==> src/rtl/esc_pkg.sv <==
// Shared constants for the multi-channel ESC pulse generator: status bit
// positions, the full-scale data value and the default timing set.
package esc_pkg;

  localparam int STAT_PWM_ON   = 0;
  localparam int STAT_ONE_SHOT = 1;
  localparam int STAT_FS_EN    = 2;
  localparam int STAT_MARK     = 7;

  localparam logic [6:0] DATA_MAX = 7'h7F;

  localparam int          DEF_NUM_CH         = 4;
  localparam int          DEF_CNT_W          = 16;
  localparam logic [15:0] DEF_PERIOD_CNT     = 16'hA800;
  localparam logic [15:0] DEF_MIN_PULSE      = 16'h0810;
  localparam logic [15:0] DEF_MAX_PULSE      = 16'h1020;
  localparam int          DEF_SHIFT          = 4;
  localparam logic [15:0] DEF_MAX_STEP       = 16'h0000;
  localparam int          DEF_TIMEOUT_FRAMES = 25;

endpackage

==> src/rtl/esc_pwm_multi_if.sv <==
// Byte-capture link from the I2C slave stage: one byte per rx_vld strobe.
interface esc_pwm_multi_if;

  logic [7:0] rx_data;
  logic       rx_vld;

  modport master (output rx_data, output rx_vld);
  modport slave  (input  rx_data, input  rx_vld);

endinterface

==> src/rtl/esc_pwm_channel.sv <==
// One ESC output: maps a 7-bit command to a duty, optionally slews it once per
// frame, and drops the pulse when the frame counter passes the duty.
module esc_pwm_channel
  import esc_pkg::*;
#(
  parameter int               CNT_W     = DEF_CNT_W,
  parameter logic [CNT_W-1:0] MIN_PULSE = DEF_MIN_PULSE,
  parameter logic [CNT_W-1:0] MAX_PULSE = DEF_MAX_PULSE,
  parameter int               SHIFT     = DEF_SHIFT,
  parameter logic [CNT_W-1:0] MAX_STEP  = DEF_MAX_STEP
) (
  input  logic             clk,
  input  logic             rst_n,
  input  logic             tick,
  input  logic             arm,
  input  logic             fs,
  input  logic [6:0]       value,
  input  logic [CNT_W-1:0] cnt,
  output logic             pwm
);

  logic [CNT_W-1:0] duty_reg;
  logic [CNT_W-1:0] duty_next;
  logic [CNT_W-1:0] target;
  logic [CNT_W-1:0] diff;

  always_comb begin
    target = MIN_PULSE;
    if (!fs) begin
      if (value == DATA_MAX) begin
        target = MAX_PULSE;
      end else begin
        target = MIN_PULSE + (CNT_W'(value) << SHIFT);
      end
    end
  end

  // Failsafe bypasses the slew limiter so the motors idle immediately.
  always_comb begin
    diff      = (target >= duty_reg) ? (target - duty_reg) : (duty_reg - target);
    duty_next = target;
    if (MAX_STEP != '0 && !fs && diff > MAX_STEP) begin
      duty_next = (target > duty_reg) ? (duty_reg + MAX_STEP) : (duty_reg - MAX_STEP);
    end
  end

  always_ff @(posedge clk or negedge rst_n) begin
    if (!rst_n) begin
      duty_reg <= MIN_PULSE;
      pwm      <= 1'b0;
    end else if (tick) begin
      duty_reg <= duty_next;
      pwm      <= arm;
    end else if (cnt >= duty_reg) begin
      pwm <= 1'b0;
    end
  end

endmodule

==> src/rtl/esc_pwm_multi.sv <==
// Multi-channel ESC pulse generator: parses status/data bytes, commits complete
// sets atomically at frame boundaries and falls back to idle on link loss.
module esc_pwm_multi
  import esc_pkg::*;
#(
  parameter int               NUM_CH         = DEF_NUM_CH,
  parameter int               CNT_W          = DEF_CNT_W,
  parameter logic [CNT_W-1:0] PERIOD_CNT     = DEF_PERIOD_CNT,
  parameter logic [CNT_W-1:0] MIN_PULSE      = DEF_MIN_PULSE,
  parameter logic [CNT_W-1:0] MAX_PULSE      = DEF_MAX_PULSE,
  parameter int               SHIFT          = DEF_SHIFT,
  parameter logic [CNT_W-1:0] MAX_STEP       = DEF_MAX_STEP,
  parameter int               TIMEOUT_FRAMES = DEF_TIMEOUT_FRAMES
) (
  input  logic              clk,
  input  logic              pin2,
  esc_pwm_multi_if.slave    rx,
  output logic [NUM_CH-1:0] pwm_out,
  output logic              frame_tick,
  output logic              armed,
  output logic              failsafe,
  output logic [7:0]        status_q
);

  localparam int               IDX_W    = $clog2(NUM_CH + 1);
  localparam int               WD_W     = $clog2(TIMEOUT_FRAMES + 1);
  localparam logic [IDX_W-1:0] IDX_LAST = IDX_W'(NUM_CH - 1);
  localparam logic [IDX_W-1:0] IDX_END  = IDX_W'(NUM_CH);
  localparam logic [WD_W-1:0]  WD_LIMIT = WD_W'(TIMEOUT_FRAMES);

  logic [CNT_W-1:0] cnt_reg;
  logic [7:0]       status_reg;
  logic [IDX_W-1:0] idx_reg;
  logic             set_complete_reg;
  logic             one_shot_reg;
  logic [WD_W-1:0]  wd_reg;
  logic [WD_W-1:0]  wd_next;
  logic             failsafe_reg;
  logic             failsafe_next;
  logic             tick;
  logic             commit;
  logic             pulse_start;
  logic             is_status;
  logic             is_data;

  assign tick        = (cnt_reg == PERIOD_CNT);
  assign commit      = tick && set_complete_reg;
  assign pulse_start = status_reg[STAT_PWM_ON] || one_shot_reg;
  assign is_status   = rx.rx_vld && rx.rx_data[STAT_MARK];
  assign is_data     = rx.rx_vld && !rx.rx_data[STAT_MARK] && (idx_reg < IDX_END);

  always_comb begin
    wd_next = wd_reg;
    if (commit) begin
      wd_next = '0;
    end else if (wd_reg != WD_LIMIT) begin
      wd_next = wd_reg + WD_W'(1);
    end
    failsafe_next = 1'b0;
    if (!commit) begin
      failsafe_next = failsafe_reg || (status_reg[STAT_FS_EN] && (wd_next == WD_LIMIT));
    end
  end

  // Parser writes come after the tick updates so a set completing or a
  // one-shot request arriving on the tick cycle is not lost.
  always_ff @(posedge clk or negedge pin2) begin
    if (!pin2) begin
      cnt_reg          <= '0;
      status_reg       <= '0;
      idx_reg          <= IDX_END;
      set_complete_reg <= 1'b0;
      one_shot_reg     <= 1'b0;
      wd_reg           <= '0;
      failsafe_reg     <= 1'b0;
    end else begin
      if (tick) begin
        cnt_reg          <= '0;
        one_shot_reg     <= 1'b0;
        wd_reg           <= wd_next;
        failsafe_reg     <= failsafe_next;
        set_complete_reg <= 1'b0;
      end else begin
        cnt_reg <= cnt_reg + CNT_W'(1);
      end
      if (is_status) begin
        status_reg       <= rx.rx_data;
        idx_reg          <= '0;
        set_complete_reg <= 1'b0;
        if (rx.rx_data[STAT_ONE_SHOT]) begin
          one_shot_reg <= 1'b1;
        end
      end else if (is_data) begin
        idx_reg <= idx_reg + IDX_W'(1);
        if (idx_reg == IDX_LAST) begin
          set_complete_reg <= 1'b1;
        end
      end
    end
  end

  for (genvar gi = 0; gi < NUM_CH; gi++) begin : g_ch
    logic [6:0] pending_reg;
    logic [6:0] shadow_reg;
    logic [6:0] value;

    always_ff @(posedge clk or negedge pin2) begin
      if (!pin2) begin
        pending_reg <= '0;
        shadow_reg  <= '0;
      end else begin
        if (is_data && (idx_reg == IDX_W'(gi))) begin
          pending_reg <= rx.rx_data[6:0];
        end
        if (commit) begin
          shadow_reg <= pending_reg;
        end
      end
    end

    // The committing frame already uses the new set.
    assign value = commit ? pending_reg : shadow_reg;

    esc_pwm_channel #(
      .CNT_W     (CNT_W),
      .MIN_PULSE (MIN_PULSE),
      .MAX_PULSE (MAX_PULSE),
      .SHIFT     (SHIFT),
      .MAX_STEP  (MAX_STEP)
    ) u_ch (
      .clk   (clk),
      .rst_n (pin2),
      .tick  (tick),
      .arm   (pulse_start),
      .fs    (failsafe_next),
      .value (value),
      .cnt   (cnt_reg),
      .pwm   (pwm_out[gi])
    );
  end

  assign frame_tick = tick;
  assign armed      = status_reg[STAT_PWM_ON];
  assign failsafe   = failsafe_reg;
  assign status_q   = status_reg;

endmodule

==> src/flat_wrapper.sv <==
// flat-port wrapper written by rule: the top's interface ports become plain ports
module esc_pwm_multi_flat import esc_pkg::*;
#(
  parameter int               NUM_CH         = DEF_NUM_CH,
  parameter int               CNT_W          = DEF_CNT_W,
  parameter logic [CNT_W-1:0] PERIOD_CNT     = DEF_PERIOD_CNT,
  parameter logic [CNT_W-1:0] MIN_PULSE      = DEF_MIN_PULSE,
  parameter logic [CNT_W-1:0] MAX_PULSE      = DEF_MAX_PULSE,
  parameter int               SHIFT          = DEF_SHIFT,
  parameter logic [CNT_W-1:0] MAX_STEP       = DEF_MAX_STEP,
  parameter int               TIMEOUT_FRAMES = DEF_TIMEOUT_FRAMES
)
  (clk, pin2, pwm_out, frame_tick, armed, failsafe, status_q, rx_rx_data, rx_rx_vld);
  esc_pwm_multi_if rx_i ();
  input  logic clk;
  input  logic pin2;
  output logic [NUM_CH-1:0] pwm_out;
  output logic frame_tick;
  output logic armed;
  output logic failsafe;
  output logic [7:0] status_q;
  input wire logic [$bits(rx_i.rx_data)-1:0] rx_rx_data;
  input wire logic [$bits(rx_i.rx_vld)-1:0] rx_rx_vld;
  assign rx_i.rx_data = rx_rx_data;
  assign rx_i.rx_vld = rx_rx_vld;
  esc_pwm_multi #(.NUM_CH(NUM_CH), .CNT_W(CNT_W), .PERIOD_CNT(PERIOD_CNT), .MIN_PULSE(MIN_PULSE), .MAX_PULSE(MAX_PULSE), .SHIFT(SHIFT), .MAX_STEP(MAX_STEP), .TIMEOUT_FRAMES(TIMEOUT_FRAMES)) u_core (.clk(clk), .pin2(pin2), .rx(rx_i), .pwm_out(pwm_out), .frame_tick(frame_tick), .armed(armed), .failsafe(failsafe), .status_q(status_q));
endmodule
==> config.mk <==
export PLATFORM = sky130hd
export DESIGN_NAME = esc_pwm_multi_flat
export DESIGN_NICKNAME = d
export VERILOG_FILES = /design/src/rtl/esc_pkg.sv /design/src/rtl/esc_pwm_multi_if.sv /design/src/rtl/esc_pwm_channel.sv /design/src/rtl/esc_pwm_multi.sv /design/src/flat_wrapper.sv
export SDC_FILE = /design/constraint.sdc
export NUM_CORES = 1
export LEC_CHECK = 0
export CORE_MARGIN = 4
export CORE_UTILIZATION = 25
export CTS_CLUSTER_DIAMETER = 30
export DETAILED_ROUTE_END_ITERATION = 12
export MAX_ROUTING_LAYER = met4
export PLACE_DENSITY_LB_ADDON = 0.1
export REMOVE_ABC_BUFFERS = 1
export SYNTH_ARGS = -nofsm -noshare
export SYNTH_HDL_FRONTEND = slang
export SYNTH_SLANG_ARGS = --single-unit
export TNS_END_PERCENT = 1
==> constraint.sdc <==
create_clock -name clk -period 6.9 [get_ports clk]
set_input_delay 1.725 -clock clk [delete_from_list [all_inputs] [get_ports clk]]
set_output_delay 1.725 -clock clk [all_outputs]
set_load 0.02 [all_outputs]
==> impl_metrics.ini, run 1 <==
[route]
drc = 0
met1_length_mm = 9.775
route.met2.wl_mm = 9.022
routed_wl_mm = 19.83
dr.pass1.iters = 4
vias = 5187
detail-route-antenna-nets = 0
drt-initial-drc-count = 252
viasPerCell = 4.673
dr.max_layer_used = met4
wire_per_inst_microns = 17.86
dr_wl_met3_microns = 758

[sta]
clock_skew_ns = 0.01872
setup_viol = 0
finalCritPeriodShare_pct = 67.16
tightest_slew_ns = 1.026
timing.fmax_mhz = 215.8
min_period_ns = 4.634
hold_viol = 0
relSlewSlack_pct = 31.63
setup_tns_ns = 0
rsz0062_at_grt = no
drv_slew = 0

[synthesis]
synth_seq_cells = 131
yosysSeqAreaShare_pct = 46.40
syn_inst = 700
syn-cell-area_sq_um = 7089
yosys_warnings = 0
synth_edf_count = 0
syn_avg_cell_area_sq_um = 10.13
synth_flop_cell = dfrtp_1
synthArstFlopShare_pct = 100.0
synth_cell_types = 55

[critical_path]
critPathMaxStageDelay_ns = 0.62
required_ns = 5.18
cp_cell_sequence = inv_1, ha_1, nor3b_2, nand4_2, inv_2, clkdlybuf4s50_1
arrival_ns = 2.91
worstPathMaxFanout = 14
crit_path_end_kind = primary output
crit_buf_inv = 3
crit_type = reg -> out
crit_path_start_kind = register
cpMaxStageDelayCell = clkdlybuf4s50_1
crit_family = simple AND/OR/NAND/NOR gates

[placement]
placed_area_sq_um = 7687
numPortBuffers = 25
place_inst = 1078
dp_hpwl_mm = 14.01
gp_congestion = 0.7999

[global_route]
grt_pass1_wl_mm = 32.04
antenna_found_initial = 0
grt_max_degree = 87
grt_pass1_vias = 5426
grt-ovfl-total = 0
grt_use_total_pct = 13.76

[floorplanning]
io_pins = 26
placementRows = 61
core_sq_um = 27860
die_area_sq_um = 31120
floorplan.initialDensity_pct = 25.45
fp.dieH_microns = 176.4
die_w_microns = 176.4

[final_layout]
stdcell_count = 1110
largest_reg_flops = 36
diodes = 0
areaGrowthSynthToFinish_pct = 16.78
drive_gt1_share_pct = 13.80
mostFrequentLayoutCell = dfrtp_1
final_area_sq_um = 8279
layout_common_cells = dfrtp_1, nand2_1, nand3_1
num-nets-final = 779
nFillCells = 2928

[clocking]
h-tree-depth = 4
clkTransAtPathRegs_ns = 0.06
post_cts.repair.setup_buffers = 0
clock_sinks = 131
cts-root-buf = clkbuf_16
clock_latency_ns = 0.44
cts_resized = 0
cts_tree = done
hold_buffers = 0
tritoncts.num_buffers = 17
cts_max_path_buffers = 2

[status]
outcome = completed

[worst_hold_path]
hold_path_class = reg -> reg

[pwr]
powerDensity_nw_per_um2 = 257.8
finalPower_mw = 2.135
cellLeakagePower_nw = 3.733
ir_worst_vdd_v = 0.0001421

[run]
drv_cap = 0
==> cells by family (layout without fill, tap and decap cells) <==
kind of cell               after synthesis  in the layout  share of synthesized area [%]
AOI/OAI and AO/OA                      117            117                          10.78
and+or+nand+nor                        242            242                          17.10
DFF                                    131            131                          46.40
muxes                                   46             46                          7.271
adders and majority gates               49             49                          8.648
buffers and inverters                   72            104                          4.483
xor gates and xnor gates                43             43                          5.312
==> per-layer routing <==
metal / vias to the layer above / GRT usage [%]
li1: 2492 / -
met1: 2589 / 18.58
met2: 85 / 21.00
met3: 21 / 2.955
met4: 0 / 3.901
met5: - / -
==> report_power, final <==
part           total (mW)  switching (mW)  internal (mW)
sequential          0.987           0.131          0.855
clock               0.930           0.384          0.546
combinational       0.218          0.0964          0.122
total                2.13           0.612           1.52
==> cells in the mapped netlist (all sizes together) (12+ instances only) <==
library cell | number | share of area, %
dfrtp | 122 | 43
clkbuf | 13 | 0.69
nand2 | 109 | 5.8
a21oi | 21 | 1.5
o22ai | 15 | 1.3
xor2 | 20 | 2.5
xnor2 | 23 | 2.8
nor2 | 23 | 1.2
ha | 49 | 8.6
mux2 | 44 | 7.0
and3 | 12 | 1.1
buf | 16 | 1.5
nand3 | 54 | 3.8
inv | 43 | 2.3
o21ai | 35 | 2.6
==> cell type report <==
class	instances	area [sq um]	area share, %
Clock buffer	18	439.2	5.305
Clock inverter	14	152.6	1.844
Inverter	43	161.4	1.950
Multi-Input combinational cell	497	3482	42.06
Sequential cell	131	3289	39.73
Tap cell	378	473.0	5.713
Timing Repair Buffer	29	281.5	3.400
==> final timing paths <==
| check | from | endpoint | slack, ns | cells after the start |
|---|---|---|---|---|
| max | u_core.cnt_reg[0] | frame_tick | 2.27 | 6 |
| min | u_core.status_q[7] | u_core.status_q[7] | 0.47 | 1 |
| min reg2reg | u_core.status_q[7] | u_core.status_q[7] | 0.47 | 1 |
| max reg2reg | u_core.cnt_reg[0] | u_core.g_ch[1].u_ch.duty_reg[10] | 2.70 | 15 |
| max in group asynchronous | pin2 | u_core.g_ch[0].u_ch.duty_reg[5] | 4.36 | 2 |
| min in group asynchronous | pin2 | u_core.status_q[7] | 1.35 | 1 |
==> through the flow <==
stage          utilization [%]  worst slack [ns]  hold WS, ns
3_3_place_gp             27.59             2.774       0.4607
5_1_grt                  29.72             2.060       0.4912
6_report                 29.72             2.266       0.4686
3_5_place_dp             27.59             2.672       0.4552
2_1_floorplan                -             3.512       0.4548
4_1_cts                  29.72             2.233       0.4738
==> worst register-to-register path, delay by kind of cell (launching register included) <==
| family | cells | cell delay [ns] |
|---|---|---|
| AO/OA/AOI/OAI | 2 | 0.29 |
| XOR/XNOR | 1 | 0.15 |
| adder cells (fa/ha/maj) | 2 | 0.42 |
| buffers and inverters | 4 | 1.02 |
| flip-flops | 1 | 0.43 |
| AND/OR/NAND/NOR | 6 | 1.77 |
(Power assumes the default switching activity.)
==> run 2: changes to the inputs <==
clock period = 3.95 ns   (was 6.9 ns; I/O delays follow)
==> run 2 against run 1 <==
  * Global-route usage fell by 0.35 points
  * Worst hold slack got worse by 0.0015 ns
  * Final area rose by 0.86%
  * Critical path type unchanged
  * First-iteration DRC count fell by 12%
  * Largest cell class unchanged
  * Sequential cell count did not move
==> impl_metrics.ini, run 2 (synthesis gave the netlist of run 1 again) <==
[status]
outcome = completed

[critical_path]
crit_path_start_kind = register
crit_buf_inv = 3
arrival_ns = 2.41
cpMaxStageDelayCell = clkdlybuf4s50_1
worstPathMaxFanout = 7
critPathMaxStageDelay_ns = 0.64
required_ns = 2.96
crit_family = buffers and inverters
cp_cell_sequence = inv_1, ha_1, nor3b_2, nand4_2, inv_2, clkdlybuf4s50_1
crit_path_end_kind = primary output
crit_type = reg -> out

[floorplanning]
placementRows = 61
floorplan.initialDensity_pct = 25.45
io_pins = 26
die_w_microns = 176.4
core_sq_um = 27860
fp.dieH_microns = 176.4
die_area_sq_um = 31120

[pwr]
swShare_pct = 28.39
cellLeakagePower_nw = 3.782
finalPower_mw = 3.739
p_seq_share_pct = 46.1
pwr-share-clk_pct = 43.8
p_int_mw = 2.678
powerDensity_nw_per_um2 = 447.8
switching_power_mw = 1.062
ir_worst_vdd_v = 0.0002256
combPwrFrac_pct = 10.2

[sta]
setup_tns_ns = 0
clock_skew_ns = 0.01401
setup_viol = 0
rsz0062_at_grt = no
timing.fmax_mhz = 294.5
relSlewSlack_pct = 35.07
whs_ns = 0.4671
drv_slew = 0
tightest_slew_ns = 0.9638
min_period_ns = 3.396
hold_viol = 0
finalCritPeriodShare_pct = 85.97

[clocking]
hold_buffers = 0
cts-root-buf = clkbuf_16
cts_max_path_buffers = 2
h-tree-depth = 4
clock_latency_ns = 0.43
cts_tree = done
post_cts.repair.setup_buffers = 0
cts_resized = 0
clock_sinks = 131
clkTransAtPathRegs_ns = 0.07
tritoncts.num_buffers = 17

[route]
dr.pass1.iters = 4
detail-route-antenna-nets = 0
drt-initial-drc-count = 222
routed_wl_mm = 19.27
wire_per_inst_microns = 17.26
drc = 0
viasPerCell = 4.556
vias = 5085

[final_layout]
mostFrequentLayoutCell = dfrtp_1
postLayoutCoreUtil_pct = 29.98
areaGrowthSynthToFinish_pct = 17.79
multi_input_area_sq_um = 3482
layout_common_cells = dfrtp_1, nand2_1, nand3_1
num-nets-final = 785
nFillCells = 2890
seq_area_sq_um = 3289
drive_gt1_share_pct = 14.50
largest_reg_flops = 36
diodes = 0

[placement]
dp_hpwl_mm = 13.85
gp_congestion = 0.8269
numPortBuffers = 25

[global_route]
grt_max_degree = 73
grt_pass1_wl_mm = 31.37
grt-ovfl-total = 0
grt_pass1_vias = 5367
antenna_found_initial = 0
grt_use_total_pct = 13.41

[run]
drv_cap = 0

[worst_hold_path]
hold_path_class = reg -> reg
## run 2: layer usage
metal / GRT usage (%) / up-vias / wire (microns)
li1: - / 2508 / -
met1: 18.85 / 2488 / 9854
met2: 20.15 / 71 / 8725
met3: 1.799 / 18 / 402
met4: 4.288 / 0 / 284
met5: - / - / 0
## run 2: final timing paths
| kind | cells past startpoint | slack, ns | startpoint | endpoint |
|---|---|---|---|---|
| worst max-delay path | 6 | 0.55 | u_core.cnt_reg[0] | frame_tick |
| worst min-delay path | 1 | 0.47 | u_core.status_q[7] | u_core.status_q[7] |
| worst max register to register | 14 | 0.81 | u_core.cnt_reg[0] | u_core.g_ch[3].u_ch.duty_reg[10] |
| worst min register to register | 1 | 0.47 | u_core.status_q[7] | u_core.status_q[7] |
| max in group asynchronous | 2 | 2.58 | pin2 | u_core.g_ch[0].u_ch.duty_reg[4] |
| min in group asynchronous | 1 | 0.53 | pin2 | u_core.status_q[7] |
## run 2: worst reg2reg max path: stages, from the launching register on
cell	delay (ns)
dfrtp_1	0.43
inv_1	0.08
ha_1	0.15
nor3b_2	0.38
nand4_2	0.18
inv_2	0.14
and2_1	0.16
buf_4	0.27
nand2_1	0.12
nand2_1	0.10
ha_1	0.33
nand3_1	0.14
xnor2_1	0.14
o21ai_0	0.28
o22ai_1	0.11
## run 2: power by group through the flow
| stage | registers, mW | clock network (mW) | logic [mW] |
|---|---|---|---|
| final | 1.72 | 1.64 | 0.381 |
| after detailed placement | 1.74 | 0 | 0.389 |
| after global routing | 1.75 | 1.76 | 0.429 |
| after floorplan | 1.66 | 0 | 0.253 |
| after CTS | 1.72 | 1.70 | 0.391 |
| after global placement | 1.74 | 0 | 0.387 |
## run 2: area by class of cell
type / count / area share, %
Clock buffer: 18 / 5.259
Clock inverter: 14 / 1.993
Inverter: 43 / 1.933
Multi-Input combinational cell: 497 / 41.70
Sequential cell: 131 / 39.39
Tap cell: 378 / 5.664
Timing Repair Buffer: 35 / 4.061
## run 2: stage by stage
step,setup WS [ns],cell area (sq um),cells
after floorplan,0.6164,6933,671
after global placement,0.8700,7745,1084
after detailed placement,0.7954,7745,1084
after CTS,0.4898,8351,1116
after global routing,0.3996,8351,1116
final,0.5541,8351,1116
